**config.mk**
```make
export PLATFORM = sky130hd
export DESIGN_NAME = keypad_scan_ctrl_flat
export DESIGN_NICKNAME = d
export VERILOG_FILES = /design/src/rtl/keypad_scan_if.sv /design/src/rtl/keypad_scan_ctrl.sv /design/src/flat_wrapper.sv
export SDC_FILE = /design/constraint.sdc
export NUM_CORES = 1
export LEC_CHECK = 0
export ABC_CLOCK_PERIOD_IN_PS = 2000
export BUFFER_PORTS_ARGS = -buffer_cell sky130_fd_sc_hd__clkbuf_2
export CAP_MARGIN = 15
export CORE_MARGIN = 2
export CORE_UTILIZATION = 34
export DETAILED_ROUTE_END_ITERATION = 10
export PLACE_DENSITY = 0.64
export SLEW_MARGIN = 30
export SYNTH_ARGS = -nofsm -noshare
export SYNTH_HDL_FRONTEND = slang
export SYNTH_SLANG_ARGS = --single-unit
```
**constraint.sdc**
```tcl
create_clock -name clk -period 2 [get_ports clk]
set_clock_uncertainty 0.2 [all_clocks]
set_input_delay 0.3 -clock clk [delete_from_list [all_inputs] [get_ports clk]]
set_output_delay 0.3 -clock clk [all_outputs]
set_load 0.02 [all_outputs]
```
**src/rtl/keypad_scan_if.sv**
```systemverilog
// Keypad matrix lines plus the decoded-key outputs that feed the history register.
interface keypad_scan_if;
  logic [3:0] rows;
  logic [3:0] cols;
  logic [3:0] key;
  logic       key_en;
  logic       key_held;

  modport master (
    input  rows,
    output cols,
    output key,
    output key_en,
    output key_held
  );

  modport slave (
    output rows,
    input  cols,
    input  key,
    input  key_en,
    input  key_held
  );
endinterface

```
**src/rtl/keypad_scan_ctrl.sv**
```systemverilog
// 4x4 active-low keypad scanner with press/release debounce and a one-cycle
// strobe per accepted key.
//
// state       | meaning
// ------------+-----------------------------------------------------------
// ST_SCAN     | drive one column low, evaluate rows at end of dwell
// ST_DEBOUNCE | latched row must stay low DEBOUNCE_CYCLES cycles
// ST_EMIT     | one cycle: key updated, key_en high
// ST_HOLD     | key still down, wait for latched row to go high
// ST_RELEASE  | latched row must stay high DEBOUNCE_CYCLES cycles
module keypad_scan_ctrl #(
  parameter int SCAN_CYCLES     = 1000,
  parameter int DEBOUNCE_CYCLES = 50000
) (
  input  logic          clk,
  input  logic          reset,
  keypad_scan_if.master kp
);

  localparam int CNT_MAX = (SCAN_CYCLES > DEBOUNCE_CYCLES) ? SCAN_CYCLES : DEBOUNCE_CYCLES;
  localparam int CNT_W   = $clog2(CNT_MAX + 1);
  localparam logic [CNT_W-1:0] SCAN_LAST = CNT_W'(SCAN_CYCLES - 1);
  localparam logic [CNT_W-1:0] DEB_LAST  = CNT_W'(DEBOUNCE_CYCLES - 1);

  typedef enum logic [2:0] {
    ST_SCAN,
    ST_DEBOUNCE,
    ST_EMIT,
    ST_HOLD,
    ST_RELEASE
  } state_t;

  state_t           state_q, state_d;
  logic [CNT_W-1:0] cnt_q, cnt_d;
  logic [1:0]       col_q, col_d;
  logic [1:0]       row_q, row_d;
  logic [3:0]       key_q, key_d;
  logic [3:0]       sync1_q, rows_s_q;

  logic             any_low;
  logic [1:0]       low_idx;
  logic             row_low;
  logic [3:0]       code;

  // Two-flop synchronizer for the asynchronous row lines (idle = all high).
  always_ff @(posedge clk or posedge reset) begin
    if (reset) begin
      sync1_q  <= 4'hF;
      rows_s_q <= 4'hF;
    end else begin
      sync1_q  <= kp.rows;
      rows_s_q <= sync1_q;
    end
  end

  // Lowest-index low row wins when several rows are pressed together.
  always_comb begin
    any_low = 1'b0;
    low_idx = 2'd0;
    for (int i = 3; i >= 0; i--) begin
      if (!rows_s_q[i]) begin
        any_low = 1'b1;
        low_idx = 2'(i);
      end
    end
  end

  assign row_low = ~rows_s_q[row_q];

  // Row/column to hex code; row 3 carries the '*' (E) and '#' (F) keys.
  always_comb begin
    code = 4'h0;
    unique case ({row_q, col_q})
      4'h0: code = 4'h1;
      4'h1: code = 4'h2;
      4'h2: code = 4'h3;
      4'h3: code = 4'hA;
      4'h4: code = 4'h4;
      4'h5: code = 4'h5;
      4'h6: code = 4'h6;
      4'h7: code = 4'hB;
      4'h8: code = 4'h7;
      4'h9: code = 4'h8;
      4'hA: code = 4'h9;
      4'hB: code = 4'hC;
      4'hC: code = 4'hE;
      4'hD: code = 4'h0;
      4'hE: code = 4'hF;
      4'hF: code = 4'hD;
    endcase
  end

  // Next-state logic; key is loaded on entry to EMIT so it is valid with key_en.
  always_comb begin
    state_d = state_q;
    cnt_d   = cnt_q;
    col_d   = col_q;
    row_d   = row_q;
    key_d   = key_q;
    unique case (state_q)
      ST_SCAN: begin
        if (cnt_q == SCAN_LAST) begin
          cnt_d = '0;
          if (any_low) begin
            row_d   = low_idx;
            state_d = ST_DEBOUNCE;
          end else begin
            col_d = col_q + 2'd1;
          end
        end else begin
          cnt_d = cnt_q + 1'b1;
        end
      end
      ST_DEBOUNCE: begin
        if (!row_low) begin
          state_d = ST_SCAN;
          cnt_d   = '0;
          col_d   = col_q + 2'd1;
        end else if (cnt_q == DEB_LAST) begin
          state_d = ST_EMIT;
          cnt_d   = '0;
          key_d   = code;
        end else begin
          cnt_d = cnt_q + 1'b1;
        end
      end
      ST_EMIT: begin
        state_d = ST_HOLD;
      end
      ST_HOLD: begin
        if (!row_low) begin
          state_d = ST_RELEASE;
          cnt_d   = '0;
        end
      end
      ST_RELEASE: begin
        if (row_low) begin
          state_d = ST_HOLD;
          cnt_d   = '0;
        end else if (cnt_q == DEB_LAST) begin
          state_d = ST_SCAN;
          cnt_d   = '0;
          col_d   = col_q + 2'd1;
        end else begin
          cnt_d = cnt_q + 1'b1;
        end
      end
      default: begin
        state_d = ST_SCAN;
        cnt_d   = '0;
      end
    endcase
  end

  // State, counter, latched position and key registers.
  always_ff @(posedge clk or posedge reset) begin
    if (reset) begin
      state_q <= ST_SCAN;
      cnt_q   <= '0;
      col_q   <= 2'd0;
      row_q   <= 2'd0;
      key_q   <= 4'h0;
    end else begin
      state_q <= state_d;
      cnt_q   <= cnt_d;
      col_q   <= col_d;
      row_q   <= row_d;
      key_q   <= key_d;
    end
  end

  // Outputs decode straight from flops, so reset clears them without waiting for clk.
  assign kp.cols     = ~(4'b0001 << col_q);
  assign kp.key      = key_q;
  assign kp.key_en   = (state_q == ST_EMIT);
  assign kp.key_held = (state_q == ST_EMIT) || (state_q == ST_HOLD) || (state_q == ST_RELEASE);

endmodule

```
**src/flat_wrapper.sv**
```systemverilog
// flat-port wrapper written by rule: the top's interface ports become plain ports
module keypad_scan_ctrl_flat 
#(
  parameter int SCAN_CYCLES     = 1000,
  parameter int DEBOUNCE_CYCLES = 50000
)
  (clk, reset, kp_rows, kp_cols, kp_key, kp_key_en, kp_key_held);
  keypad_scan_if kp_i ();
  input  logic clk;
  input  logic reset;
  input wire logic [$bits(kp_i.rows)-1:0] kp_rows;
  output wire logic [$bits(kp_i.cols)-1:0] kp_cols;
  output wire logic [$bits(kp_i.key)-1:0] kp_key;
  output wire logic [$bits(kp_i.key_en)-1:0] kp_key_en;
  output wire logic [$bits(kp_i.key_held)-1:0] kp_key_held;
  assign kp_i.rows = kp_rows;
  assign kp_cols = kp_i.cols;
  assign kp_key = kp_i.key;
  assign kp_key_en = kp_i.key_en;
  assign kp_key_held = kp_i.key_held;
  keypad_scan_ctrl #(.SCAN_CYCLES(SCAN_CYCLES), .DEBOUNCE_CYCLES(DEBOUNCE_CYCLES)) u_core (.clk(clk), .reset(reset), .kp(kp_i));
endmodule
```
==> results of run 1 <==
repair_timing:
| item | CTS | global route |
|---|---|---|
| gates cloned | 1 | 0 |
| pin swaps | 17 | 13 |
| endpoints found under the hold margin | 31 | 0 |
| setup endpoints to repair | 23 | 26 |
| gates resized for setup | 30 | 23 |
| setup buffers | 3 | 4 |
| hold buffers | 5 | 0 |
cell families after synthesis:
logic type	count (synthesis)
compound gates	44
flops	35
xor+xnor	6
mux	10
buf+inv	25
simple gates	82
fa+ha+maj	7
sequential cells by signal, summed over array words and instances (netlist names):
register         cells
u_core.cnt_q        16
u_core.kp.key        4
u_core.row_q         2
u_core.rows_s_q      4
u_core.sync1_q       4
u_core.col_q         2
u_core.state_q       3
area by class of cell:
class	count	area share [%]
Sequential cell	35	29.6
Clock buffer	5	2.30
Timing Repair Buffer	76	19.4
Inverter	16	2.01
Clock inverter	3	0.503
Multi-Input combinational cell	149	43.1
Tap cell	72	3.02
power by group through the flow:
stage	logic, mW	clock network [mW]	registers (mW)
2_1_floorplan	0.0188	0	0.739
3_3_place_gp	0.0400	0	0.738
3_5_place_dp	0.0403	0	0.738
4_1_cts	0.0483	0.514	0.725
5_1_grt	0.0557	0.540	0.726
6_report	0.0491	0.496	0.725
synthesized netlist by cell type (2+ instances only):
master     count
a21oi_1       11
a31oi_1        9
and2_1         4
and3_1         2
buf_2          3
clkbuf_1       4
dfrtp_1       27
dfstp_2        8
ha_1           7
inv_1         16
mux2_2         4
mux2i_1        4
nand2_1       24
nand2b_1       3
nand3_1        7
nand4_1        5
nand4b_1       2
nor2_1        14
nor2b_1        2
nor3_1         2
nor4_1         3
nor4_2         2
o21ai_0        4
o21ai_1        3
o22ai_1        4
o2bb2ai_1      4
o311ai_1       2
or2_2          2
or3_1          3
xnor2_1        6
worst max-delay path: cells and delay by family, from the launching register on:
kind,cells,cell delay [ns]
compound gates,1,0.10
flops,1,0.39
mux,1,0.30
simple gates,3,1.06
path summary, 6_finish.rpt:
| kind | startpoint | to | cells after the start |
|---|---|---|---|
| setup reg to reg | u_core.cnt_q[4] | u_core.col_q[1] | 5 |
| hold reg to reg | u_core.sync1_q[2] | u_core.rows_s_q[2] | 0 |
| max in group asynchronous | reset | u_core.rows_s_q[1] | 4 |
| hold / removal | u_core.sync1_q[2] | u_core.rows_s_q[2] | 0 |
| min in group asynchronous | reset | u_core.cnt_q[1] | 4 |
| setup / recovery | u_core.cnt_q[4] | u_core.col_q[1] | 5 |
per-layer routing:
metal	vias up	share of wire [%]	global-route usage (%)
li1	902	-	-
met1	902	43	22.4
met2	35	50	28.1
met3	13	4.4	4.16
met4	0	2.7	9.32
met5	-	0	0
==> metrics.md, run 1 <==
| Metric | Value |
|---|---|
| Average size of a mapped cell | `9.48 um^2` |
| Overall Power | `around 1.3 mW` |
| Worst slew margin relative to its limit | `about two thirds` |
| Number of distinct library cell variants in the gate-level netlist after synthesis | `48` |
| Cell-internal power | `between 0.9 and 1 mW` |
| Share of total power in the clock network | `between 30 and 40%` |
| Minimum setup slack after placement | `-0.146 ns` |
| Die X | `between 80 and 90 um` |
| Pin count of the biggest net entering global routing | `36` |
| Fin worst setup slack | `-0.168 ns` |
| Synthesized-area fraction occupied by xor and xnor cells | `2.65%` |
| # clock sinks | `35` |
| Via count of the routed design | `about 1900` |
| Static leakage | `roughly 1.3 nW` |
| Antenna violations before repair | `0` |
| I/O Pins | `16` |
| Final routed DRC violation total | `0` |
| Final cell count without fillers | `356` |
| Worst-path cell chain | `or3_4 -> nor4_4 -> a31oi_1 -> or3_4 -> mux2_4` |
| Dominant cells by area after synthesis | `dfrtp_1 34%, dfstp_2 11%, nand2_1 4.5%, ha_1 4.4%, inv_1 3.0%` |
| Unrepaired setup endpoints after global routing | `yes` |
| Worst-path cell with the longest stage delay | `or3_4` |
| Number of H-tree levels | `2` |
| Crit path launch type | `register` |
| FFs w/ async S/R, synth | `100%` |
| Data arrival time of the critical path | `around 2.2 ns` |
| Combinational power share | `~4%` |
| Switching portion of total power | `22.6%` |
| First-pass detailed-route iteration total | `4` |
| FF-to-FF setup slack | `-0.17 ns` |
| Ys Warns | `0` |
| Share of the yosys chip area belonging to registers | `44.7%` |
| Crit-path most repeated cell | `or3_4` |
| Endpoint required time on the critical path | `around 2.0 ns` |
| Number of maximum-capacitance constraint violations | `0` |
| Basic-gate share of the synthesized area counting and, or, nand and nor cells | `roughly 22%` |
| Endpoints failing hold | `0` |
| Highest cell delay on the worst timing path | `0.43 ns` |
| Number of nets produced by synthesis | `around 220` |
| Cell Area, Synth | `about 2000 um^2` |
| Max Buffers Root-to-Sink | `2` |
| Compound-cell area share of the yosys netlist | `about 15%` |
| Number of filler instances in the final layout | `486` |
| Chip Height | `between 80 and 90 um` |
| Ys flop type | `dfrtp_1` |
| Number of nets with antenna violations after detailed routing | `0` |
| Adder and majority gate portion of the synthesized area | `4.42%` |
| Final Net Count | `296` |
| Final global-route overflow total | `0` |
| PwrDens | `between 400 and 500 nW/um^2` |
| Setup tns final | `-2.65 ns` |
| Area of the core | `between 5000 and 6000 um^2` |
| WL per Instance | `between 10 and 15 um` |
| Number of placed cells counting well taps | `335` |
| Number of port buffers | `15` |
| Reg area | `886 um^2` |
| Overall die area | `6460 um^2` |
| Layout cells sized above 1 | `48.6%` |
| Synthesis-to-finish area growth | `50.8%` |
| Setup violations, final | `24` |
| Category of the worst setup path capture point | `register` |
| Critical path start-end classification | `reg -> reg` |
| Post-synth EDFFs | `0` |
| Insertion delay of the later-clocked pin in the worst-skew pair | `around 0.29 ns` |
| Final weighted congestion in routability-driven placement | `between 0.8 and 0.9` |
| Starting density of the core | `between 30 and 40%` |
| Total wirelength of the detailed-routed design | `about 5.2 mm` |
| Design area | `roughly 3000 um^2` |
| Hold slack final | `between 0.15 and 0.2 ns` |
| Share of cell area taken by muxes after synthesis | `under 10%` |
| Leading cell type in the layout, fill and taps excluded | `buf_4` |
| Half-perimeter wire length after placement | `between 3 and 4 mm` |
| Power share of the sequential group | `between 50 and 60%` |
| Synth Register Bits | `35` |
| Global-route wire length before repair | `8.71 mm` |
| Share of the core filled with cells in the final layout | `between 50% and 60%` |
| CTS tree | `done` |
| Placed standard-cell area | `around 2500 um^2` |
| Floorplan row count | `27` |
| Main combinational cell family by area after synthesis | `simple AND/OR/NAND/NOR gates` |
| Worst IR Drop VDD | `a little under 0.4 mV` |
| Max-slew violation count | `0` |
| Mean number of vias per cell | `roughly 5.2` |
| Maximum fanout encountered on the critical timing path | `2` |
| Number of buffers added by the clock tree synthesis step | `5` |
| Fraction of the cycle the final worst path needs | `108%` |
| Min Tclk post-route | `2.17 ns` |
| Area share of the leading cell type in the synthesized netlist | `between 30% and 40%` |
| Violated checks | `setup timing` |
| # diodes | `0` |
| Global routing usage summed across all routing layers | `between 15 and 20%` |
| Clock transition at path regs | `approximately 0.070 ns` |
| CTS root buf | `clkbuf_8` |
| DR iter-0 viols | `about 130` |
| Area taken by multi-input logic gates | `between 1000 and 1500 um^2` |
| Commonest non-fill, non-tap cells in the layout | `47 x buf_4, 27 x dfrtp_1, 23 x nand2_1` |
| Cell taking the most area after synthesis | `dfrtp_1` |
| Mapped Cells | `between 200 and 250` |
| Class of the tightest hold or removal check | `reg -> reg` |
| Result of the run | `finished, violations left` |
| Peak Freq | `about 460 MHz` |
| Worst-Margin Slew | `roughly 0.48 ns` |
| Switching power of the nets | `~0.29 mW` |
| Via count of the first global-routing pass | `1865` |
Power figures use the tool's default switching activity.
==> run 2, diff against run 1 <==
--- a/config.mk
+++ b/config.mk
@@ -12,6 +12,7 @@
 export CORE_UTILIZATION = 34
 export DETAILED_ROUTE_END_ITERATION = 10
 export PLACE_DENSITY = 0.64
+export SKIP_CTS_REPAIR_TIMING = 1
 export SLEW_MARGIN = 30
 export SYNTH_ARGS = -nofsm -noshare
 export SYNTH_HDL_FRONTEND = slang
==> run 2 against run 1 <==
The flow still finishes with violations (setup timing). Die area did not move. Sequential power barely moved. Clock power about the same. Worst setup slack barely moved. Sequential share of layout area increased by 1.1 points. Global-route usage is 1.3 points lower. Sequential cell count is the same. Final cell count is 1.4% lower. Critical path type unchanged.
==> metrics.md, run 2 (same netlist as run 1, synthesis figures left out) <==
| Metric | Value |
|---|---|
| WL per Instance | `around 14 um` |
| Class of the tightest hold or removal check | `reg -> reg` |
| Max Buffers Root-to-Sink | `2` |
| Half-perimeter wire length after placement | `roughly 3.5 mm` |
| Minimum setup slack after placement | `-0.146 ns` |
| Setup violations, final | `24` |
| Switching power of the nets | `0.284 mW` |
| Antenna violations before repair | `0` |
| Share of total power in the clock network | `roughly two fifths` |
| Chip Height | `between 80 and 90 um` |
| Global routing usage summed across all routing layers | `~16%` |
| Number of placed cells counting well taps | `335` |
| Power share of the sequential group | `57.2%` |
| Static leakage | `roughly 1.3 nW` |
| Pin count of the biggest net entering global routing | `36` |
| Cell family with most CP delay | `simple AND/OR/NAND/NOR gates` |
| Crit path launch type | `register` |
| Number of maximum-capacitance constraint violations | `0` |
| Min Tclk post-route | `2.17 ns` |
| Share of the core filled with cells in the final layout | `a little over 50%` |
| Result of the run | `finished, violations left` |
| Number of buffers added by the clock tree synthesis step | `5` |
| Via count of the first global-routing pass | `1758` |
| Clock transition at path regs | `roughly 0.07 ns` |
| # clock sinks | `35` |
| Placed standard-cell area | `approximately 2500 um^2` |
| Worst-Margin Slew | `around 0.45 ns` |
| Overall die area | `about 6500 um^2` |
| CTS root buf | `clkbuf_8` |
| Setup tns final | `-2.36 ns` |
| Crit-path most repeated cell | `or3_4` |
| Final global-route overflow total | `0` |
| Insertion delay of the later-clocked pin in the worst-skew pair | `about 0.29 ns` |
| Worst IR Drop VDD | `between 0.3 and 0.4 mV` |
| Final cell count without fillers | `351` |
| Commonest non-fill, non-tap cells in the layout | `42 x buf_4, 27 x dfrtp_1, 23 x nand2_1` |
| Via count of the routed design | `around 1800` |
| CTS tree | `done` |
| Critical path start-end classification | `reg -> reg` |
| Layout cells sized above 1 | `45.2%` |
| I/O Pins | `16` |
| Biggest register | `u_core.cnt_q` |
| Leading cell type in the layout, fill and taps excluded | `buf_4` |
| Endpoints failing hold | `0` |
| Design area | `roughly 2900 um^2` |
| Area of the core | `around 5600 um^2` |
| Mean number of vias per cell | `between 5 and 6` |
| Final weighted congestion in routability-driven placement | `roughly 0.87` |
| Final routed DRC violation total | `0` |
| Highest cell delay on the worst timing path | `0.43 ns` |
| Worst slew margin relative to its limit | `70.0%` |
| Cell-internal power | `0.983 mW` |
| Number of nets with antenna violations after detailed routing | `0` |
| Category of the worst setup path capture point | `register` |
| Floorplan row count | `27` |
| Final Net Count | `291` |
| Worst-path cell with the longest stage delay | `or3_4` |
| Fraction of the cycle the final worst path needs | `108%` |
| Hold slack final | `around 0.16 ns` |
| Flip-flop count of the largest register, all copies and words added | `16` |
| Overall Power | `about 1.3 mW` |
| Number of port buffers | `15` |
| Maximum fanout encountered on the critical timing path | `2` |
| Synthesis-to-finish area growth | `45.4%` |
| Switching portion of total power | `between 20% and 30%` |
| Worst-path cell chain | `or3_4 -> nor4_4 -> nor2_1 -> or3_4 -> mux2_4` |
| Combinational power share | `approximately 4%` |
| Unrepaired setup endpoints after global routing | `yes` |
| DR iter-0 viols | `124` |
| Violated checks | `setup timing` |
| Count of buffer and inverter cells on the critical path | `0` |
| Die X | `80.4 um` |
| Total wirelength of the detailed-routed design | `about 4.9 mm` |
| # diodes | `0` |
| Number of H-tree levels | `2` |
| Endpoint required time on the critical path | `roughly 2 ns` |
| Peak Freq | `461 MHz` |
| Data arrival time of the critical path | `~2.2 ns` |
| Global-route wire length before repair | `~8.1 mm` |
| Starting density of the core | `35.6%` |
| Fin worst setup slack | `-0.167 ns` |
| Max-slew violation count | `0` |
| PwrDens | `between 400 and 500 nW/um^2` |
| First-pass detailed-route iteration total | `4` |
-- run 2: cell count changes in the layout (fill, tap and decap cells not counted), moves of 2 or more --
| cell | delta |
|---|---|
| nor4_1 | +2 |
| o22ai_2 | -2 |
| a31oi_1 | +2 |
| buf_4 | -5 |
| o22ai_1 | +2 |
-- run 2: path summary, 6_finish.rpt --
kind,slack [ns],cells past startpoint,endpoint,from
setup / recovery,-0.17,5,u_core.col_q[1],u_core.cnt_q[4]
hold / removal,0.16,0,u_core.rows_s_q[2],u_core.sync1_q[2]
setup reg to reg,-0.17,5,u_core.col_q[1],u_core.cnt_q[4]
hold reg to reg,0.16,0,u_core.rows_s_q[2],u_core.sync1_q[2]
max in group asynchronous,0.82,4,u_core.rows_s_q[1],reset
min in group asynchronous,0.43,4,u_core.cnt_q[1],reset
-- run 2: cell type report --
type,count,area [um^2]
Inverter,16,60.1
Clock inverter,3,15.0
Sequential cell,35,886
Multi-Input combinational cell,149,1220
Clock buffer,5,68.8
Tap cell,72,90.1
Fill cell,501,2690
Timing Repair Buffer,71,542
-- run 2: power by group through the flow --
stage               combinational, mW  clock [mW]  sequential, mW
CTS                            0.0404       0.514           0.725
global placement               0.0400           0           0.738
finish                         0.0491       0.493           0.725
detailed placement             0.0403           0           0.738
global route                   0.0557       0.544           0.726
floorplan                      0.0188           0           0.739
-- run 2: worst reg2reg max path, stage by stage (launching register included) --
cell	delay [ns]
dfrtp_1	0.40
or3_4	0.43
nor4_4	0.29
nor2_1	0.06
or3_4	0.38
mux2_4	0.30
-- run 2: routing by layer --
| metal | global-route usage [%] | routed length (um) |
|---|---|---|
| met1 | 21.4 | 2150 |
| met2 | 25.9 | 2430 |
| met3 | 4.49 | 285 |
| met4 | 6.61 | 80 |
| met5 | 0 | 0 |
